### src/rtl/fft_pkg.sv
// Shared constants and helpers for the 16-point FFT datapath (loader, sixtnpt wrapper, benches).
// No logic: compile-time values only.
// Not applicable: no handshake lives here.
package fft_pkg;

    localparam int FFT_WIDTH = 32;
    localparam int FFT_NPTS  = 16;
    localparam int FFT_IDX_W = 4;

    // LSB position of sample n inside a packed frame; sample 0 occupies the MSB slice.
    function automatic int slice_lsb(input int n);
        return FFT_WIDTH * (FFT_NPTS - 1 - n);
    endfunction

endpackage

### src/rtl/fft_frame_bank.sv
// One frame of storage: NPTS complex words written one slice at a time, presented packed.
// Write lands on the clock edge; the packed view follows the stored words with no extra delay.
// No backpressure of its own; the owner decides when a write is allowed.
module fft_frame_bank
    import fft_pkg::*;
#(
    parameter int WIDTH = FFT_WIDTH,
    parameter int NPTS  = FFT_NPTS,
    parameter int IDX_W = $clog2(NPTS)
) (
    input  logic                    clk,
    input  logic                    rst,
    input  logic                    we,
    input  logic [IDX_W-1:0]        idx,
    input  logic [WIDTH-1:0]        wr_re,
    input  logic [WIDTH-1:0]        wr_im,
    output logic [WIDTH*NPTS-1:0]   frame_re,
    output logic [WIDTH*NPTS-1:0]   frame_im
);

    logic [WIDTH-1:0] re_q [NPTS];
    logic [WIDTH-1:0] im_q [NPTS];
    logic [NPTS-1:0]  slice_en;

    // Decode the write index into one enable per slice.
    always_comb begin
        slice_en = '0;
        for (int n = 0; n < NPTS; n++) begin
            slice_en[n] = we && (idx == IDX_W'(n));
        end
    end

    // Slice storage; reset clears every word so a fresh bank reads as zero.
    always_ff @(posedge clk) begin
        if (rst) begin
            for (int n = 0; n < NPTS; n++) begin
                re_q[n] <= '0;
                im_q[n] <= '0;
            end
        end else begin
            for (int n = 0; n < NPTS; n++) begin
                if (slice_en[n]) begin
                    re_q[n] <= wr_re;
                    im_q[n] <= wr_im;
                end
            end
        end
    end

    // Sample 0 goes to the top slice, matching the {a,b,...,p} input order of sixtnpt.
    for (genvar n = 0; n < NPTS; n++) begin : g_pack
        assign frame_re[WIDTH*(NPTS-1-n) +: WIDTH] = re_q[n];
        assign frame_im[WIDTH*(NPTS-1-n) +: WIDTH] = im_q[n];
    end

endmodule

### src/rtl/fft_frame_loader.sv
// Assembles NPTS streamed complex samples into a packed frame for sixtnpt, ping-pong buffered.
// m_valid rises one cycle after the last sample of a frame is accepted.
// s_ready drops only while the bank being written still holds an unconsumed frame; it comes from flags alone.
module fft_frame_loader
    import fft_pkg::*;
#(
    parameter int WIDTH      = FFT_WIDTH,
    parameter int NPTS       = FFT_NPTS,
    parameter int LAST_CHECK = 1
) (
    input  logic                    clk,
    input  logic                    rst,
    input  logic                    s_valid,
    output logic                    s_ready,
    input  logic [WIDTH-1:0]        s_re,
    input  logic [WIDTH-1:0]        s_im,
    input  logic                    s_last,
    output logic                    m_valid,
    input  logic                    m_ready,
    output logic [WIDTH*NPTS-1:0]   m_re,
    output logic [WIDTH*NPTS-1:0]   m_im,
    output logic                    frame_err
);

    localparam int               IDX_W    = $clog2(NPTS);
    localparam logic [IDX_W-1:0] LAST_IDX = IDX_W'(NPTS - 1);

    logic [IDX_W-1:0]       idx;
    logic                   wr_sel;
    logic                   rd_sel;
    logic [1:0]             full;
    logic [1:0]             full_nxt;
    logic                   err_q;

    logic                   accept;
    logic                   at_last;
    logic                   commit;
    logic                   drop;
    logic                   rel;
    logic                   framing_bad;

    logic [WIDTH*NPTS-1:0]  bank0_re;
    logic [WIDTH*NPTS-1:0]  bank0_im;
    logic [WIDTH*NPTS-1:0]  bank1_re;
    logic [WIDTH*NPTS-1:0]  bank1_im;

    assign s_ready   = !full[wr_sel];
    assign m_valid   = full[rd_sel];
    assign m_re      = rd_sel ? bank1_re : bank0_re;
    assign m_im      = rd_sel ? bank1_im : bank0_im;
    assign frame_err = err_q;

    // Handshake decode and next full flags; commit and release never hit the same bank,
    // because commit needs the write bank empty and release needs the read bank full.
    always_comb begin
        accept      = s_valid && s_ready;
        at_last     = (idx == LAST_IDX);
        commit      = accept && at_last;
        drop        = accept && (LAST_CHECK != 0) && s_last && !at_last;
        rel         = m_valid && m_ready;
        framing_bad = (LAST_CHECK != 0) && accept && (s_last != at_last);
        full_nxt    = full;
        if (commit) begin
            full_nxt[wr_sel] = 1'b1;
        end
        if (rel) begin
            full_nxt[rd_sel] = 1'b0;
        end
    end

    // Pointers, write index, full flags and the error pulse.
    always_ff @(posedge clk) begin
        if (rst) begin
            idx    <= '0;
            wr_sel <= 1'b0;
            rd_sel <= 1'b0;
            full   <= 2'b00;
            err_q  <= 1'b0;
        end else begin
            full  <= full_nxt;
            err_q <= framing_bad;
            if (commit) begin
                wr_sel <= ~wr_sel;
            end
            if (rel) begin
                rd_sel <= ~rd_sel;
            end
            // A dropped partial frame restarts at slice 0; its stale words are overwritten before the next commit.
            if (commit || drop) begin
                idx <= '0;
            end else if (accept) begin
                idx <= idx + 1'b1;
            end
        end
    end

    fft_frame_bank #(
        .WIDTH (WIDTH),
        .NPTS  (NPTS),
        .IDX_W (IDX_W)
    ) u_bank0 (
        .clk      (clk),
        .rst      (rst),
        .we       (accept && !wr_sel),
        .idx      (idx),
        .wr_re    (s_re),
        .wr_im    (s_im),
        .frame_re (bank0_re),
        .frame_im (bank0_im)
    );

    fft_frame_bank #(
        .WIDTH (WIDTH),
        .NPTS  (NPTS),
        .IDX_W (IDX_W)
    ) u_bank1 (
        .clk      (clk),
        .rst      (rst),
        .we       (accept && wr_sel),
        .idx      (idx),
        .wr_re    (s_re),
        .wr_im    (s_im),
        .frame_re (bank1_re),
        .frame_im (bank1_im)
    );

endmodule

### config.mk
export PLATFORM = sky130hd
export DESIGN_NAME = fft_frame_loader
export DESIGN_NICKNAME = d
export VERILOG_FILES = /design/src/rtl/fft_pkg.sv /design/src/rtl/fft_frame_bank.sv /design/src/rtl/fft_frame_loader.sv
export SDC_FILE = /design/constraint.sdc
export NUM_CORES = 2
export LEC_CHECK = 0
export CELL_PAD_IN_SITES_DETAIL_PLACEMENT = 1
export CELL_PAD_IN_SITES_GLOBAL_PLACEMENT = 2
export CORE_ASPECT_RATIO = 1.5
export CORE_MARGIN = 4
export CORE_UTILIZATION = 43
export CTS_CLUSTER_SIZE = 30
export DETAILED_ROUTE_END_ITERATION = 8
export PLACE_DENSITY_LB_ADDON = 0.1
export SYNTH_ARGS = -nofsm -noshare
export SYNTH_HDL_FRONTEND = slang
export SYNTH_SLANG_ARGS = --single-unit
### constraint.sdc
create_clock -name clk -period 18.14 [get_ports clk]
set_clock_uncertainty 0.1 [all_clocks]
set_input_delay 4.535 -clock clk [delete_from_list [all_inputs] [get_ports clk]]
set_output_delay 4.535 -clock clk [all_outputs]
set_load 0.05 [all_outputs]
==> metrics.cfg <==
[status]
status=finished clean

[grt]
grt-ovfl-total=0
grt_pass1_vias=49193
grt_pass1_wl_um=404000
antenna_found_initial=5
grt_max_degree=188
grt.total_usage=0.294

[cts]
path_clk_slew_ns=0.06
postCtsSetupRepairBufs=0
numCtsBuffers=201
cts_tree=yes
ctsHtreeMaxLevel=4
cts_resized=0
ctsRootBufferMaster=clkbuf_16
clock_sinks=2057
clock_path_buffers=4
hold_buffers=0
clock_latency_ns=0.80

[yosys]
yosysTopAreaCell=edfxtp_1
synth_xor_area_frac=0.000108
ys_types=45
synthMuxAreaShare=0.142
synth-edff-count=2048
yosys.area.top_type_share=0.755
ys_top_cells_by_area=edfxtp_1, mux2_2, nor2_1, buf_2, clkbuf_1
syn_area_mm2=0.0814
synth_fp_nets=5078
synth_simple_gate_area_frac=0.0715
syn_inst=5005
synth.ff_latch_count=2057
synth_fa_ha_area_frac=0.000615
synthFlopType=edfxtp_1
avgSynthCellArea_um2=16.3
synth_compound_area_frac=0.00217
yosysWarnings=0
ys_seq_area_frac=0.758
synthArstFlopShare=0
synth_top_family_by_area=multiplexers

[die]
pin_count=1096
start_util=0.432
design.die.area_mm2=0.197
die_w_um=363
rows=195
die_h_um=541
core_area_mm2=0.188

[sta]
worst_pin_slew_ns=1.36
maxSlewViolCount=0
rsz0062_at_grt=false
max_freq_ghz=0.105
fin_setup_tns_ns=0
max_slew_margin=0.0949
timing.final.crit_share=0.523
fin_crit_ns=9.49
finalSetupViolations=0
hold_viol_final=0

[job]
maxCapViolCount=0

[placed_design]
hpwl_um=194000
place_congestion=0.842
portBuffers=1095

[routing]
drc=0
vias=47663
drtAntennaViolNets=0
first_iter_violations=4876
viasPerCell=5.51
routed_wl_um=295000
wl_per_cell_um=34.1
first_pass_iters=5

[final_layout]
layout_common_cells=edfxtp_1, nor2_1, clkdlybuf4s50_1
area_delta_synth_final_pct=24.6
final_nets=6096
final_common_cell=edfxtp_1
n_fill_cell=17642
fin_util=0.539
drive_above_1_share=0.248

[setup_path]
r2r-end=u_bank0.re_q[0][202]
critPathMaxFanout=67
r2r-start=idx[2]
r2r_setup_slack_ns=13.72
path_class=reg -> out
critPathLaunchType=register
r2r_cells=4
crit_required_ns=13.51
arrival_ns=4.85
end_kind=primary output

[hold_path]
holdPathEnd=idx[0]
hold_start=idx[0]
min_path_type=reg -> reg
hold_depth=2

[power]
p_total_mw=11.0
peakVddDrop_mv=0.0942
leakage_nw=35.4
powerDensity_mw_per_mm2=109

[flip-flops by register name, indices dropped and copies added, names as in the netlist]
signal        flops
u_bank1.im_q    512
u_bank0.im_q    512
u_bank0.re_q    512
full              2
idx               4
wr_sel            1
u_bank1.re_q    512
frame_err         1
rd_sel            1
[cells in the mapped netlist, drive strengths merged (2+ instances only)]
library cell	instances
edfxtp	2048
nor2	1283
mux2	1026
buf	227
clkbuf	175
nand2	103
inv	69
dfxtp	9
a21o	8
nand3	8
a21oi	5
nand4	5
ha	4
o21ai	4
nor3	3
nor4	3
nor4b	3
and2	2
and4	2
nor3b	2
[worst max-delay path, stage by stage (launching register included)]
cell	delay (ns)
dfxtp_4	0.92
buf_4	0.91
buf_4	0.76
mux2_2	0.44
clkdlybuf4s50_1	0.78
[worst max-delay path by stage]
stage	from	endpoint	cells past startpoint
4_1_cts	rd_sel	m_re[419]	4
2_1_floorplan	s_valid	u_bank0.im_q[1][64]	3
6_report	rd_sel	m_im[286]	4
3_5_place_dp	rst	u_bank0.im_q[1][204]	5
3_3_place_gp	rst	u_bank0.im_q[1][204]	5
5_1_grt	rd_sel	m_im[286]	4
[cell type report]
type                            instances  area (µm²)  area share
Sequential cell                      2057       61700       0.608
Multi-Input combinational cell       2476       18000       0.178
Timing Repair Buffer                 1217       11900       0.118
Clock buffer                          238        5250      0.0518
Tap cell                             2462        3080      0.0304
Clock inverter                        128        1210      0.0119
Inverter                               70         268     0.00264
Antenna cell                            7        17.5    0.000173
[kinds of logic after synthesis]
logic type / Yosys count
AOI/OAI and AO/OA: 25
adders and majority gates: 4
muxes: 1026
buffers and inverters: 472
and+or+nand+nor: 1420
xor gates and xnor gates: 1
DFF: 2057
[per-stage QoR]
step	setup slack (ns)	cell area, µm²	std cells	hold slack, ns
final	8.65	101000	8655	0.471
after global routing	8.55	101000	8649	0.499
after CTS	8.63	101000	8647	0.467
after detailed placement	9.22	94900	8281	0.457
after global placement	9.39	94900	8281	0.431
after floorplan	8.09	81400	5005	0.395
[where the power goes]
| group | switching (mW) | internal [mW] |
|---|---|---|
| sequential | 0.0688 | 5.49 |
| clock | 1.82 | 2.39 |
| combinational | 0.919 | 0.327 |
| total | 2.81 | 8.20 |
[per-layer routing]
layer	wire, µm	share of wire	global-route usage	vias up
met2	141000	0.48	0.483	2001
met5	13	0.000044	0	-
met1	113000	0.38	0.367	25291
met3	35300	0.12	0.124	309
li1	-	-	-	20060
met4	6200	0.021	0.0581	2
Power figures use the tool's default switching activity.
